<file path="src/rtl/deser_pkg.sv">
// Shared types and default constants for the stage-3 deserializer slice.
// Consumed by the top module and its bench.
package deser_pkg;

   typedef enum logic {
      HUNT   = 1'b0,
      LOCKED = 1'b1
   } state_t;

   localparam int unsigned DEF_WIDTH = 8;
   localparam logic [7:0]  DEF_SYNC  = 8'hA5;
   localparam int unsigned DEF_DEPTH = 2;
   localparam int unsigned DEF_CNT_W = 8;

endpackage

</file>
<file path="src/rtl/blk_stage3_deser_if.sv">
// Output word handshake bundle: the deserializer is the master (it produces data/valid),
// and the consumer is the slave (it drives ready).
interface blk_stage3_deser_if #(
   parameter int unsigned WIDTH = 8
);

   logic [WIDTH-1:0] word_data;
   logic             word_valid;
   logic             word_ready;

   modport master (
      output word_data,
      output word_valid,
      input  word_ready
   );

   modport slave (
      input  word_data,
      input  word_valid,
      output word_ready
   );

endinterface

</file>
<file path="src/rtl/deser_fifo.sv">
// Small synchronous FIFO with a registered write and a combinational head (no fall-through).
// A push into a full FIFO is honoured only when a pop happens on the same edge.
module deser_fifo #(
   parameter int unsigned WIDTH = 8,
   parameter int unsigned DEPTH = 2
) (
   input  logic             clk,
   input  logic             rst,
   input  logic             push,
   input  logic             pop,
   input  logic [WIDTH-1:0] data,
   output logic             full,
   output logic             empty,
   output logic [WIDTH-1:0] head
);

   localparam int unsigned AW = $clog2(DEPTH);
   localparam int unsigned CW = AW + 1;

   logic [WIDTH-1:0] mem [DEPTH];
   logic [AW-1:0]    wr_ptr;
   logic [AW-1:0]    rd_ptr;
   logic [CW-1:0]    count;
   logic             do_push;
   logic             do_pop;

   assign full    = (count == CW'(DEPTH));
   assign empty   = (count == '0);
   assign do_pop  = pop & ~empty;
   assign do_push = push & (~full | do_pop);
   assign head    = mem[rd_ptr];

   // When full, wr_ptr == rd_ptr: the popped slot is rewritten on the same edge.
   always_ff @(posedge clk) begin
      if (rst) begin
         wr_ptr <= '0;
         rd_ptr <= '0;
         count  <= '0;
         for (int unsigned i = 0; i < DEPTH; i++) begin
            mem[i] <= '0;
         end
      end else begin
         if (do_push) begin
            mem[wr_ptr] <= data;
            wr_ptr      <= wr_ptr + AW'(1);
         end
         if (do_pop) begin
            rd_ptr <= rd_ptr + AW'(1);
         end
         unique case ({do_push, do_pop})
            2'b10:   count <= count + CW'(1);
            2'b01:   count <= count - CW'(1);
            default: count <= count;
         endcase
      end
   end

endmodule

</file>
<file path="src/rtl/blk_stage3_deser.sv">
// Serial-to-parallel stage: hunts for a sync word on the upstream bit stream, then packs
// aligned words into a small FIFO; dropped words are flagged and counted.
module blk_stage3_deser
   import deser_pkg::*;
#(
   parameter int unsigned      WIDTH        = DEF_WIDTH,
   parameter logic [WIDTH-1:0] SYNC_PATTERN = WIDTH'(DEF_SYNC),
   parameter int unsigned      DEPTH        = DEF_DEPTH,
   parameter int unsigned      CNT_W        = DEF_CNT_W
) (
   input  logic                clk,
   input  logic                rst,
   input  logic                in_bit,
   input  logic                in_en,
   input  logic                resync,
   blk_stage3_deser_if.master  word,
   output logic                locked,
   output logic                overflow,
   output logic [CNT_W-1:0]    drop_count
);

   localparam int unsigned      BW   = $clog2(WIDTH + 1);
   localparam logic [BW-1:0]    LAST = BW'(WIDTH - 1);
   localparam logic [BW-1:0]    FILL = BW'(WIDTH);

   state_t           state;
   state_t           state_n;
   // Only WIDTH-1 history bits are kept; the newest bit completes the word combinationally.
   logic [WIDTH-2:0] shift;
   logic [WIDTH-2:0] shift_n;
   logic [WIDTH-1:0] shifted;
   logic [BW-1:0]    cnt;
   logic [BW-1:0]    cnt_n;
   logic             push;
   logic             pop;
   logic             full;
   logic             empty;
   logic             drop;

   always_ff @(posedge clk) begin
      if (rst) begin
         state <= HUNT;
         shift <= '0;
         cnt   <= '0;
      end else begin
         state <= state_n;
         shift <= shift_n;
         cnt   <= cnt_n;
      end
   end

   // In HUNT, cnt is a saturating fill count so a match needs WIDTH real bits.
   always_comb begin
      state_n = state;
      shift_n = shift;
      cnt_n   = cnt;
      push    = 1'b0;
      shifted = {shift, in_bit};
      if (resync) begin
         state_n = HUNT;
         shift_n = '0;
         cnt_n   = '0;
      end else if (in_en) begin
         shift_n = shifted[WIDTH-2:0];
         unique case (state)
            HUNT: begin
               if ((cnt >= LAST) && (shifted == SYNC_PATTERN)) begin
                  state_n = LOCKED;
                  cnt_n   = '0;
               end else if (cnt != FILL) begin
                  cnt_n = cnt + BW'(1);
               end
            end
            LOCKED: begin
               if (cnt == LAST) begin
                  push  = 1'b1;
                  cnt_n = '0;
               end else begin
                  cnt_n = cnt + BW'(1);
               end
            end
            default: state_n = HUNT;
         endcase
      end
   end

   assign locked          = (state == LOCKED);
   assign word.word_valid = ~empty;
   assign pop             = ~empty & word.word_ready;
   assign drop            = push & full & ~pop;

   deser_fifo #(
      .WIDTH (WIDTH),
      .DEPTH (DEPTH)
   ) u_fifo (
      .clk   (clk),
      .rst   (rst),
      .push  (push),
      .pop   (pop),
      .data  (shifted),
      .full  (full),
      .empty (empty),
      .head  (word.word_data)
   );

   always_ff @(posedge clk) begin
      if (rst) begin
         overflow   <= 1'b0;
         drop_count <= '0;
      end else if (drop) begin
         overflow <= 1'b1;
         if (drop_count != '1) begin
            drop_count <= drop_count + CNT_W'(1);
         end
      end
   end

endmodule

</file>
<file path="src/flat_wrapper.sv">
// flat-port wrapper written by rule: the top's interface ports become plain ports
module blk_stage3_deser_flat import deser_pkg::*;
#(
   parameter int unsigned      WIDTH        = DEF_WIDTH,
   parameter logic [WIDTH-1:0] SYNC_PATTERN = WIDTH'(DEF_SYNC),
   parameter int unsigned      DEPTH        = DEF_DEPTH,
   parameter int unsigned      CNT_W        = DEF_CNT_W
)
  (clk, rst, in_bit, in_en, resync, locked, overflow, drop_count, word_word_data, word_word_valid, word_word_ready);
  blk_stage3_deser_if #(.WIDTH(WIDTH)) word_i ();
  input  logic clk;
  input  logic rst;
  input  logic in_bit;
  input  logic in_en;
  input  logic resync;
  output logic locked;
  output logic overflow;
  output logic [CNT_W-1:0] drop_count;
  output wire logic [$bits(word_i.word_data)-1:0] word_word_data;
  output wire logic [$bits(word_i.word_valid)-1:0] word_word_valid;
  input wire logic [$bits(word_i.word_ready)-1:0] word_word_ready;
  assign word_word_data = word_i.word_data;
  assign word_word_valid = word_i.word_valid;
  assign word_i.word_ready = word_word_ready;
  blk_stage3_deser #(.WIDTH(WIDTH), .SYNC_PATTERN(SYNC_PATTERN), .DEPTH(DEPTH), .CNT_W(CNT_W)) u_core (.clk(clk), .rst(rst), .in_bit(in_bit), .in_en(in_en), .resync(resync), .word(word_i), .locked(locked), .overflow(overflow), .drop_count(drop_count));
endmodule
</file>
<file path="config.mk">
export PLATFORM = sky130hd
export DESIGN_NAME = blk_stage3_deser_flat
export DESIGN_NICKNAME = d
export VERILOG_FILES = /design/src/rtl/deser_pkg.sv /design/src/rtl/blk_stage3_deser_if.sv /design/src/rtl/deser_fifo.sv /design/src/rtl/blk_stage3_deser.sv /design/src/flat_wrapper.sv
export SDC_FILE = /design/constraint.sdc
export NUM_CORES = 1
export LEC_CHECK = 0
export CORE_UTILIZATION = 35
export CTS_CLUSTER_SIZE = 10
export DETAILED_ROUTE_END_ITERATION = 12
export SYNTH_ARGS = -nofsm -noshare
export SYNTH_HDL_FRONTEND = slang
export SYNTH_SLANG_ARGS = --single-unit
</file>
<file path="constraint.sdc">
create_clock -name clk -period 2.6 [get_ports clk]
set_input_delay 0.52 -clock clk [delete_from_list [all_inputs] [get_ports clk]]
set_output_delay 0.52 -clock clk [all_outputs]
set_load 0.02 [all_outputs]
</file>
# == Word-level counts from Yosys, hierarchy flattened ==
# Memories as Yosys holds them, arrays and structs flattened. A register that Yosys moved wholly into a read port is not among the register bits.
# Index checks and enable logic that the tools add are counted.
# word_totals
mem_count,1
elab_cells,62
in_bits,6
reg_bits,25
mem_bits_rw,16
out_inout_bits,19
# mem_list
memory,depth,width,rd,rd_ports_with_merged_regs,wr,line,rtl
u_core.u_fifo.mem,2,8,1,1,2,deser_fifo.sv:20,logic [WIDTH-1:0] mem [DEPTH];
# op_classes
n_eq_ne,8
n_addsub,6
muxes,21
n_lt_le_gt_ge,1
n_reduce_logical,7
bitwise,10
# op_table
op,count
$mux W1,15
$mux W4,3
$add A8 B1 Y8 const B,1
$eq A8 B8 Y1 const B,1
$mux W8,1
$ne A8 B8 Y1 const B,1
$pmux W4 S2,1
$reduce_or A8 Y1,1
$and A1 B1 Y1,5
$add A4 B1 Y4 const B,1
$eq A2 B2 Y1 const B,2
$eq A4 B3 Y1 const B,1
$ge A4 B3 Y1 const B,1
$ne A4 B4 Y1 const B,1
$not A1 Y1,4
$pmux W2 S2,1
$reduce_and A2 Y1,2
$ne A3 B1 Y1 const B,1
$add A1 B1 Y1 const B,2
$add A2 B1 Y2 const B,1
$eq A2 B1 Y1 const B,1
$logic_not A2 Y1,1
$reduce_bool A2 Y1,1
$reduce_or A2 Y1,1
other kinds (3),3

# == Depth between registers and ports, before layout ==
# depth
ltp_word,11
mapped_depth,7
ltp_nobuf,6

# == Cells and area by module ==
# Synthesis repeated with hierarchy kept, for this count alone.
# unflattened
cells_unflattened,186
area_unflattened_um2,1996.9
# modules_own_cells
mod,seq_area_each_um2,cells_per_inst,n_inst,area_each_um2
blk_stage3_deser,420.4,118,1,1048.5
deser_fifo,580.6,68,1,948.4

# == Least setup slack after synthesis ==
# OpenSTA, ideal clock, no wires.
# synth_timing
path_kind,input to register
startpoint,input port word_word_ready
endpoint,register u_core.drop_count[5]
arrival_time_ps,2000
stages,5
required_time_ps,2479
path_slack_ps,479
path_buffers,1
setup_time_ps,121
cell_sequence,or3b_1 -> or3b_1 -> buf_2 -> nor4_1 -> mux2_2
# synth_via
elab_chain_cells,4
# synth_lines
item,line,rtl
from (decl),flat_wrapper.sv:21,input wire logic [$bits(word_i.word_ready)-1:0] word_word_ready;
$and A1 B1 Y1,blk_stage3_deser.sv:89,assign pop = ~empty & word.word_ready;
$not A1 Y1,blk_stage3_deser.sv:90,assign drop = push & full & ~pop;
$and A1 B1 Y1,blk_stage3_deser.sv:90,
$reduce_and A2 Y1 (no line),n/a,
to (signal assigned),blk_stage3_deser.sv:113,drop_count <= drop_count + CNT_W'(1);
to (decl),blk_stage3_deser.sv:19,output logic [CNT_W-1:0] drop_count
# No other way between the ends.
# A chain may end at the register's enable or synchronous reset.

# == Worst setup path in the final report ==
# Ends and elaborated chain as after synthesis.

==> flow_summary_export.csv <==
group,metric,value,unit
status,outcome,"finished clean",
cells_and_area,design_area,0.00241,mm^2
route,drtIter0Drc,36,
synth,netlist-cell-type-count,46,
sta,tightestPinTransition,0.802,ns
floorplan,die-area,0.00593,mm^2
min_path,min_from,"u_core.overflow",
worst_setup_path,worstPathMaxFanout,8,
floorplan,io_pins,25,
worst_setup_path,required,2.79,ns
clocking,clkTransAtPathRegs,0.08,ns
min_path,hold_end,"u_core.overflow",
global_route,gr-total-overflow,0,
worst_setup_path,r2r_start,"u_core.locked",
clocking,clk_latency,0.30,ns
worst_setup_path,path_class,"input port to flop",
synth,ys_ff_latch,42,
worst_setup_path,cp.arrival,2.53,ns
placement,portBuffers,24,
synth,ys.flop_type,"dfxtp_1",
global_route,antenna_found_initial,0,
cells_and_area,multi_input_area,897,um^2
sta,max_freq,427,MHz
floorplan,core,0.00527,mm^2
floorplan,initial_core_util,0.374,
worst_setup_path,r2r_end,"u_core.drop_count[5]",
route,drc,0,
synth,yosys.cell_count.top_type,"dfxtp_1",
synth,ys_top_cells_by_area,"dfxtp_1 (26%), edfxtp_1 (24%), mux2_2 (5.7%)",
placement,place_congestion,0.872,
sta,fin_crit_sh,0.900,
cells_and_area,final_nets,226,
global_route,grtUsageTotal,0.128,
sta,min_period,2.34,ns
synth,ys_warn_count,0,
sta,drv_slew,0,
sta,finalSetupViolations,0,
worst_setup_path,path_common_cell,"or3b_1",
pwr,p_leak,0.810,nW
placement,hpwl,2590,um
clocking,clock_sinks,42,
pwr,power_density,501,mW/mm^2
global_route,grt_pass1_wl,5950,um
worst_setup_path,crit_slowest_cell,"or3b_1",
clocking,cts_tree,"done",
synth,syn_avg_cell_area,10.5,um^2
sta,fin_skew,0.00355,ns
cells_and_area,n_fill_cell,518,
worst_setup_path,rr_worst_depth,4,
global_route,grt_max_degree,16,
synth,yosysSeqAreaShare,0.508,
clocking,numCtsBuffers,5,
synth,synth_async_sr_flop_share,0,
route,drt_pre_antenna_iters,4,
sta,grt_setup_unrepaired,"no",
cells_and_area,regArea,0.00100,mm^2
placement,placed_cell_area,0.00231,mm^2
sta,hold_violations,0,
synth,synthCells,187,
cells_and_area,drive_above_1_share,0.134,
clocking,cts_root_buffer,"clkbuf_8",
synth,syn-cell-area,0.00197,mm^2
floorplan,chipHeight,77.0,um
cells_and_area,area_growth,22.2,%
clocking,clockBufferDepth,2,
sta,slew_headroom,0.461,
route,vias,1477,
clocking,cts_hold_buf,0,
synth,ys_top_cells_by_count,"dfxtp_1 (26), and2_1 (17), edfxtp_1 (16), nor2_1 (13)",
route,vias_per_cell,5.15,
clocking,htree_levels,2,
worst_setup_path,end_kind,"flop",
floorplan,placementRows,26,
pwr,ir_worst_vdd,0.223,mV
worst_setup_path,crit_chain,"clkdlybuf4s50_1, or3b_1, or3b_1, nor4_1, mux2_2",
worst_setup_path,critPathLaunchType,"input port",
global_route,grt_pass1_vias,1307,
worst_setup_path,r2r_setup_slack,0.50,ns
sta,holdWs,0.465,ns
synth,synth_edf_count,16,
worst_setup_path,critical-path-max-stage-delay,0.51,ns
clocking,cts_resized,0,
synth,syn_nets,197,
route,final_antenna_net_count,0,
min_path,hold_depth,2,
floorplan,die_x,77.0,um
cells_and_area,antenna-diode-count,0,
synth,synth_top_area_frac,0.264,
route,routedWlPerCell,12.8,um
min_path,hold_path.class,"flop to flop",
route,wl,3680,um
clocking,postCtsSetupRepairBufs,0,
synth,synth_largest_area_cell,"dfxtp_1",
job,maxCapViolCount,0,
## power by group
part           switching [mW]  internal, mW
logic                  0.0359        0.0321
registers             0.00467         0.695
clock network           0.245         0.194
total                   0.285         0.921
## final cells by class
type / instances / area share
flip-flops and latches: 42 / 0.416
clock inverters: 3 / 0.0104
repair buffers: 31 / 0.122
well taps: 70 / 0.0364
multi-input cells: 127 / 0.373
clock buffers: 5 / 0.0286
inverters: 9 / 0.0140
## worst max-delay path: cells and delay by family
family | cells | cell delay, ns
multiplexers | 1 | 0.37
buffers and inverters | 1 | 0.41
AND/OR/NAND/NOR | 3 | 1.24
## cells by family after synthesis
| group | Yosys count | share of synthesized area |
|---|---|---|
| buffers and inverters | 18 | 0.0362 |
| AND/OR/NAND/NOR | 68 | 0.204 |
| XOR/XNOR | 4 | 0.0178 |
| AO/OA/AOI/OAI | 34 | 0.116 |
| flip-flops | 42 | 0.508 |
| adder cells (fa/ha/maj) | 4 | 0.0254 |
| multiplexers | 17 | 0.0928 |
## layout by cell type (no fill, tap or decap), types with 3 or more instances in the layout
cell type and instances:
o21ai_0 6, nand3_1 4, mux2_2 10, buf_4 7
and2_1 17, or4_1 4, clkbuf_8 5, nor3_1 4
inv_1 9, edfxtp_1 16, or2_2 3, nor2_1 13
or3b_1 3, mux2i_1 7, clkdlybuf4s50_1 24, dfxtp_1 26
o31ai_1 3, a21oi_1 10, ha_1 4, nand2_1 6
## layer usage
| metal | up-vias | track usage | part of all wire |
|---|---|---|---|
| met4 | 0 | 0.0623 | 0.015 |
| li1 | 742 | - | - |
| met3 | 5 | 0.0321 | 0.037 |
| met1 | 700 | 0.165 | 0.50 |
| met2 | 30 | 0.199 | 0.45 |
| met5 | - | 0 | 0 |
## sequential cells by signal, indices dropped and copies added (netlist names), named ones only
register / flops
u_core.u_fifo.rd_ptr: 1
u_core.locked: 1
u_core.shift: 7
u_core.u_fifo.count: 2
u_core.drop_count: 8
u_core.u_fifo.wr_ptr: 1
u_core.cnt: 4
u_core.u_fifo.mem: 16
u_core.overflow: 1
## stage by stage
stage	total power [mW]	setup TNS, ns	cells	setup WS (ns)	utilization
finish	1.21	0	287	0.260	0.457
floorplan	0.752	0	187	0.479	-
CTS	1.22	0	287	0.253	0.457
global route	1.25	0	287	0.170	0.457
detailed placement	0.784	-0.0696	279	-0.0696	0.439
global placement	0.782	-0.00570	279	-0.00570	0.439
## how the worst max path moves through the flow
stage	startpoint	to	slack, ns	depth (start not counted)
global route	resync	u_core.u_fifo.mem[0][5]	0.17	5
finish	word_word_ready	u_core.drop_count[5]	0.26	5
floorplan	word_word_ready	u_core.drop_count[5]	0.48	5
global placement	word_word_ready	u_core.drop_count[5]	-0.006	5
CTS	word_word_ready	u_core.drop_count[5]	0.25	5
detailed placement	word_word_ready	u_core.drop_count[5]	-0.07	5
Power figures use the tool's default switching activity.
